File: src/rtl/pc_fetch_if.sv
// pc_fetch_if: fetch-unit bundle covering NextPClogic, instruction-memory and decode handshakes
interface pc_fetch_if #(parameter int CNT_W = 32);
  logic [63:0]      next_pc;
  logic             stall;
  logic [63:0]      current_pc;
  logic             imem_req_valid;
  logic             imem_req_ready;
  logic [63:0]      imem_req_addr;
  logic             imem_resp_valid;
  logic [31:0]      imem_resp_data;
  logic             instr_valid;
  logic [31:0]      instruction;
  logic [63:0]      instr_pc;
  logic             misaligned;
  logic [CNT_W-1:0] retired_count;
  modport master (
    input  next_pc, stall, imem_req_ready, imem_resp_valid, imem_resp_data,
    output current_pc, imem_req_valid, imem_req_addr, instr_valid, instruction, instr_pc,
           misaligned, retired_count
  );
  modport slave (
    output next_pc, stall, imem_req_ready, imem_resp_valid, imem_resp_data,
    input  current_pc, imem_req_valid, imem_req_addr, instr_valid, instruction, instr_pc,
           misaligned, retired_count
  );
endinterface

File: src/rtl/pc_fetch_unit.sv
// pc_fetch_unit: PC register and fetch/issue sequencer; one request outstanding, sticky misalignment fault
module pc_fetch_unit #(
  parameter logic [63:0] RESET_PC = 64'h0,
  parameter int          CNT_W    = 32
) (
  input logic clk,
  input logic rst_n,
  pc_fetch_if.master bus
);
  typedef enum logic [1:0] {FETCH, WAIT, ISSUE, FAULT} state_t;
  state_t           state, state_n;
  logic [63:0]      pc;
  logic [31:0]      instr;
  logic [CNT_W-1:0] cnt;
  logic             commit;
  always_ff @(posedge clk or negedge rst_n) begin
    if (!rst_n) begin
      state <= FETCH;
      pc    <= RESET_PC;
      instr <= '0;
      cnt   <= '0;
    end else begin
      state <= state_n;
      if (state == WAIT && bus.imem_resp_valid) instr <= bus.imem_resp_data;
      if (commit) begin
        pc  <= bus.next_pc;
        cnt <= cnt + CNT_W'(1);
      end
    end
  end
  // request is held off while reset is asserted even though the state already reads FETCH
  always_comb begin
    state_n            = state;
    commit             = 1'b0;
    bus.imem_req_valid = 1'b0;
    bus.instr_valid    = 1'b0;
    bus.misaligned     = 1'b0;
    case (state)
      FETCH: begin
        bus.imem_req_valid = rst_n;
        state_n = bus.imem_req_ready ? WAIT : FETCH;
      end
      WAIT: state_n = bus.imem_resp_valid ? ISSUE : WAIT;
      ISSUE: begin
        bus.instr_valid = 1'b1;
        commit = !bus.stall;
        state_n = bus.stall ? ISSUE : bus.next_pc[1:0] == 2'b00 ? FETCH : FAULT;
      end
      default: bus.misaligned = 1'b1;
    endcase
  end
  assign bus.current_pc    = pc;
  assign bus.imem_req_addr = pc;
  assign bus.instr_pc      = pc;
  assign bus.instruction   = instr;
  assign bus.retired_count = cnt;
endmodule

File: src/flat_wrapper.sv
// flat-port wrapper written by rule: the top's interface ports become plain ports
module pc_fetch_unit_flat 
#(
  parameter logic [63:0] RESET_PC = 64'h0,
  parameter int          CNT_W    = 32
)
  (clk, rst_n, bus_next_pc, bus_stall, bus_imem_req_ready, bus_imem_resp_valid, bus_imem_resp_data, bus_current_pc, bus_imem_req_valid, bus_imem_req_addr, bus_instr_valid, bus_instruction, bus_instr_pc, bus_misaligned, bus_retired_count);
  pc_fetch_if #(.CNT_W(CNT_W)) bus_i ();
  input logic clk;
  input logic rst_n;
  input wire logic [$bits(bus_i.next_pc)-1:0] bus_next_pc;
  input wire logic [$bits(bus_i.stall)-1:0] bus_stall;
  input wire logic [$bits(bus_i.imem_req_ready)-1:0] bus_imem_req_ready;
  input wire logic [$bits(bus_i.imem_resp_valid)-1:0] bus_imem_resp_valid;
  input wire logic [$bits(bus_i.imem_resp_data)-1:0] bus_imem_resp_data;
  output wire logic [$bits(bus_i.current_pc)-1:0] bus_current_pc;
  output wire logic [$bits(bus_i.imem_req_valid)-1:0] bus_imem_req_valid;
  output wire logic [$bits(bus_i.imem_req_addr)-1:0] bus_imem_req_addr;
  output wire logic [$bits(bus_i.instr_valid)-1:0] bus_instr_valid;
  output wire logic [$bits(bus_i.instruction)-1:0] bus_instruction;
  output wire logic [$bits(bus_i.instr_pc)-1:0] bus_instr_pc;
  output wire logic [$bits(bus_i.misaligned)-1:0] bus_misaligned;
  output wire logic [$bits(bus_i.retired_count)-1:0] bus_retired_count;
  assign bus_i.next_pc = bus_next_pc;
  assign bus_i.stall = bus_stall;
  assign bus_i.imem_req_ready = bus_imem_req_ready;
  assign bus_i.imem_resp_valid = bus_imem_resp_valid;
  assign bus_i.imem_resp_data = bus_imem_resp_data;
  assign bus_current_pc = bus_i.current_pc;
  assign bus_imem_req_valid = bus_i.imem_req_valid;
  assign bus_imem_req_addr = bus_i.imem_req_addr;
  assign bus_instr_valid = bus_i.instr_valid;
  assign bus_instruction = bus_i.instruction;
  assign bus_instr_pc = bus_i.instr_pc;
  assign bus_misaligned = bus_i.misaligned;
  assign bus_retired_count = bus_i.retired_count;
  pc_fetch_unit #(.RESET_PC(RESET_PC), .CNT_W(CNT_W)) u_core (.clk(clk), .rst_n(rst_n), .bus(bus_i));
endmodule
File: config.mk
export PLATFORM = sky130hd
export DESIGN_NAME = pc_fetch_unit_flat
export DESIGN_NICKNAME = d
export VERILOG_FILES = /design/src/rtl/pc_fetch_if.sv /design/src/rtl/pc_fetch_unit.sv /design/src/flat_wrapper.sv
export SDC_FILE = /design/constraint.sdc
export NUM_CORES = 1
export LEC_CHECK = 0
export BUFFER_PORTS_ARGS = -buffer_cell sky130_fd_sc_hd__buf_2
export CORE_AREA = 2 2 139 141
export DETAILED_ROUTE_END_ITERATION = 10
export DIE_AREA = 0 0 141 143
export PLACE_DENSITY = 0.66
export SYNTH_ARGS = -nofsm -noshare
export SYNTH_HDL_FRONTEND = slang
export SYNTH_SLANG_ARGS = --single-unit
File: constraint.sdc
create_clock -name clk -period 4 [get_ports clk]
set_input_delay 0.2 -clock clk [delete_from_list [all_inputs] [get_ports clk]]
set_output_delay 0.2 -clock clk [all_outputs]
set_load 0.02 [all_outputs]
==> qor.yml <==
internal_power_mw: 4.18
placer_congestion: 0.770
area_delta_synth_final_pct: 33.6
clock-skew-final_ns: 0.00678
finalSetupTns_ns: 0
core_footprint_sq_um: 18600
worstSetupStartpoint: "u_core.state[0]"
grt.total_usage_pct: 14.9
hold_path_start: "bus_imem_resp_data[25]"
post_cts.repair.setup_buffers: 0
grt.overflow.total: 0
run_status: "finished clean"
count_of_endpoints_failing_setup_in_the_final_report: 0
clockPowerShare_pct: 22.3
min_path_type: "in -> reg"
clk-insertion-delay-late_ns: 0.41
layout.nets: 860
first_pass_grt_wire_length_microns: 23100
antenna_violations_before_repair: 2
final_min_period_over_clock_period_pct: 58.3
post_synth.cell_area_avg_sq_um: 12.9
die-width_microns: 141
proportion_of_layout_cells_with_a_drive_suffix_above_1_pct: 64.9
final_common_cell: "buf_2"
clock_sink_count: 130
slew_headroom_pct: 28.0
fill_cells: 1752
fp.dieArea_sq_um: 20200
comb_power_share_pct: 46.8
drt-vias-per-instance: 4.43
routed_wirelength_normalized_by_instance_count_microns: 15.4
worst_path_dominant_cell_family: "simple AND/OR/NAND/NOR gates"
r2r-start: "u_core.state[0]"
clock_tree.buffer_depth: 2
power_leakage_nw: 4.33
crit_type: "reg -> reg"
tritoncts_clock_tree: "built"
worst_ir_drop_vdd_v: 0.000426
worst_ep_arrival_time_ns: 2.62
drcViolationCount: 0
netlist-cell-type-count: 33
htree_num_levels: 4
startpoint_type: "flop"
synth_fp_nets: 585
utilization_of_the_core_after_routing_pct: 44.4
grt_pass1_vias: 4281
worstPathBufferInverterCount: 1
cts_made_buffers: 17
final_design_area_no_fill_sq_um: 8240
drt_first_iter_violations: 151
cp_data_required_time_ns: 4.29
rsz0062_at_grt: "false"
synthesis.instances: 478
final_hold_viol_count: 0
synth.ff_latch_count: 130
critical_path.max_stage_delay_ns: 0.85
pwr_density_cell_nw_per_um2: 896
buffer_ports.inserted: 359
drt_wl_total_microns: 15400
fp-row-count: 50
design.portCount: 360
swShare_pct: 43.4
max_freq_mhz: 428
drt_first_pass_iters: 4
end_kind: "flop"
resized_cells_post_cts: 0
grt_max_degree: 98
initial_core_util_pct: 33.2
slew_violations: 0
timing.reg2reg.setup_slack_ns: 1.67
die_height_microns: 143
synth.cell_area_sq_um: 6170
power.share.sequential_pct: 30.9
via_count: 4440
most-common-layout-cells: "buf_2, dfrtp_1, mux2_2"
ys_seq_area_share_pct: 52.7
cell_with_the_largest_stage_delay_on_the_worst_path: "nor4_2"
detailed_place.area_sq_um: 7260
hpwl_microns: 11400
critical_path.cell_chain: "inv_1 > ha_1 > nand3b_1 > nor4_2 > nand4_1 > xnor2_1"
final_period_minus_worst_setup_slack_ns: 2.33
clk_pin_slew_worst_paths_ns: 0.06
critical_path.max_fanout: 11
switching_power_mw: 3.21
ys_warn_count: 0
timing_worst_slew_pin_value_ns: 1.07
maxCapViolCount: 0
clk_root_buffer_cell: "clkbuf_16"
total_power_mw: 7.39
ant_nets: 0
through the flow:
| step | setup slack (ns) | hold WS (ns) | std cells |
|---|---|---|---|
| 2_1_floorplan | 2.09 | -0.0956 | 478 |
| 3_3_place_gp | 1.75 | 0.382 | 933 |
| 4_1_cts | 1.67 | 0.0000668 | 997 |
| 3_5_place_dp | 1.67 | 0.378 | 933 |
| 6_report | 1.67 | 0.0221 | 1002 |
| 5_1_grt | 1.31 | 0.000572 | 1002 |
worst paths after layout:
kind                       depth (start not counted)                           end
hold / removal                                     2    u_core.bus.instruction[25]
setup / recovery                                   6  u_core.bus.retired_count[28]
hold reg to reg                                    1  u_core.bus.retired_count[25]
max in group asynchronous                          3     u_core.bus.current_pc[60]
min in group asynchronous                          2    u_core.bus.instruction[12]
setup reg to reg                                   6  u_core.bus.retired_count[28]
power by group through the flow:
stage	Sequential (mW)	Combinational, mW	Clock (mW)
6_report	2.28	3.46	1.65
5_1_grt	2.36	3.67	1.77
4_1_cts	2.29	3.49	1.70
3_5_place_dp	2.31	3.46	0
3_3_place_gp	2.28	3.44	0
2_1_floorplan	2.84	2.40	0
worst register-to-register path, delay by kind of cell, from the launching register on:
family | cells | cell delay [ns]
adders and majority gates | 1 | 0.23
xor gates and xnor gates | 1 | 0.19
buffers and inverters | 1 | 0.10
DFF | 1 | 0.42
and+or+nand+nor | 3 | 1.28
flip-flops by register name (all words and copies together) (netlist names):
| signal | flops |
|---|---|
| u_core.bus.instruction | 32 |
| u_core.bus.retired_count | 32 |
| u_core.state | 2 |
| u_core.bus.current_pc | 64 |
layout make-up:
| class | count | area (sq um) | area share (%) |
|---|---|---|---|
| well taps | 234 | 293 | 3.55 |
| clock inverters | 12 | 180 | 2.19 |
| repair buffers | 397 | 2180 | 26.4 |
| clock buffers | 20 | 447 | 5.42 |
| flip-flops and latches | 130 | 3250 | 39.5 |
| multi-input cells | 203 | 1870 | 22.7 |
| inverters | 4 | 15.0 | 0.182 |
| diodes | 2 | 5.00 | 0.0607 |
routing by layer:
metal | wire (microns) | track usage, %
met1 | 6300 | 18.0
met2 | 7960 | 25.3
met3 | 907 | 4.36
met4 | 275 | 5.68
met5 | 0 | 0
repair_timing:
item                                   in CTS  in global routing
hold buffers                               32                  3
setup endpoints to repair                   0                  0
endpoints found under the hold margin     126                  3
synthesized netlist by cell type (all sizes together):
library cell | number | area share, %
a21o | 1 | 0.12
a311oi | 1 | 0.14
and2 | 5 | 0.51
and3 | 2 | 0.20
and4 | 1 | 0.14
buf | 141 | 17
dfrtp | 130 | 53
ha | 6 | 1.2
inv | 4 | 0.24
mux2 | 97 | 18
nand2 | 12 | 0.73
nand2b | 1 | 0.10
nand3 | 15 | 1.3
nand3b | 1 | 0.12
nand4 | 11 | 1.3
nand4b | 1 | 0.14
nor2 | 6 | 0.36
nor2b | 1 | 0.10
nor3 | 5 | 0.59
nor4 | 3 | 0.65
o21ai | 2 | 0.16
o31ai | 1 | 0.12
xnor2 | 25 | 3.7
xor2 | 6 | 0.85
cell families after synthesis:
kind of cell               Yosys count  synth area share (%)
DFF                                130                  52.7
and+or+nand+nor                     64                  6.27
muxes                               97                  17.7
AOI/OAI and AO/OA                    5                 0.548
xor gates and xnor gates            31                  4.52
buffers and inverters              145                  17.0
adders and majority gates            6                  1.22
(Power assumes the default switching activity.)
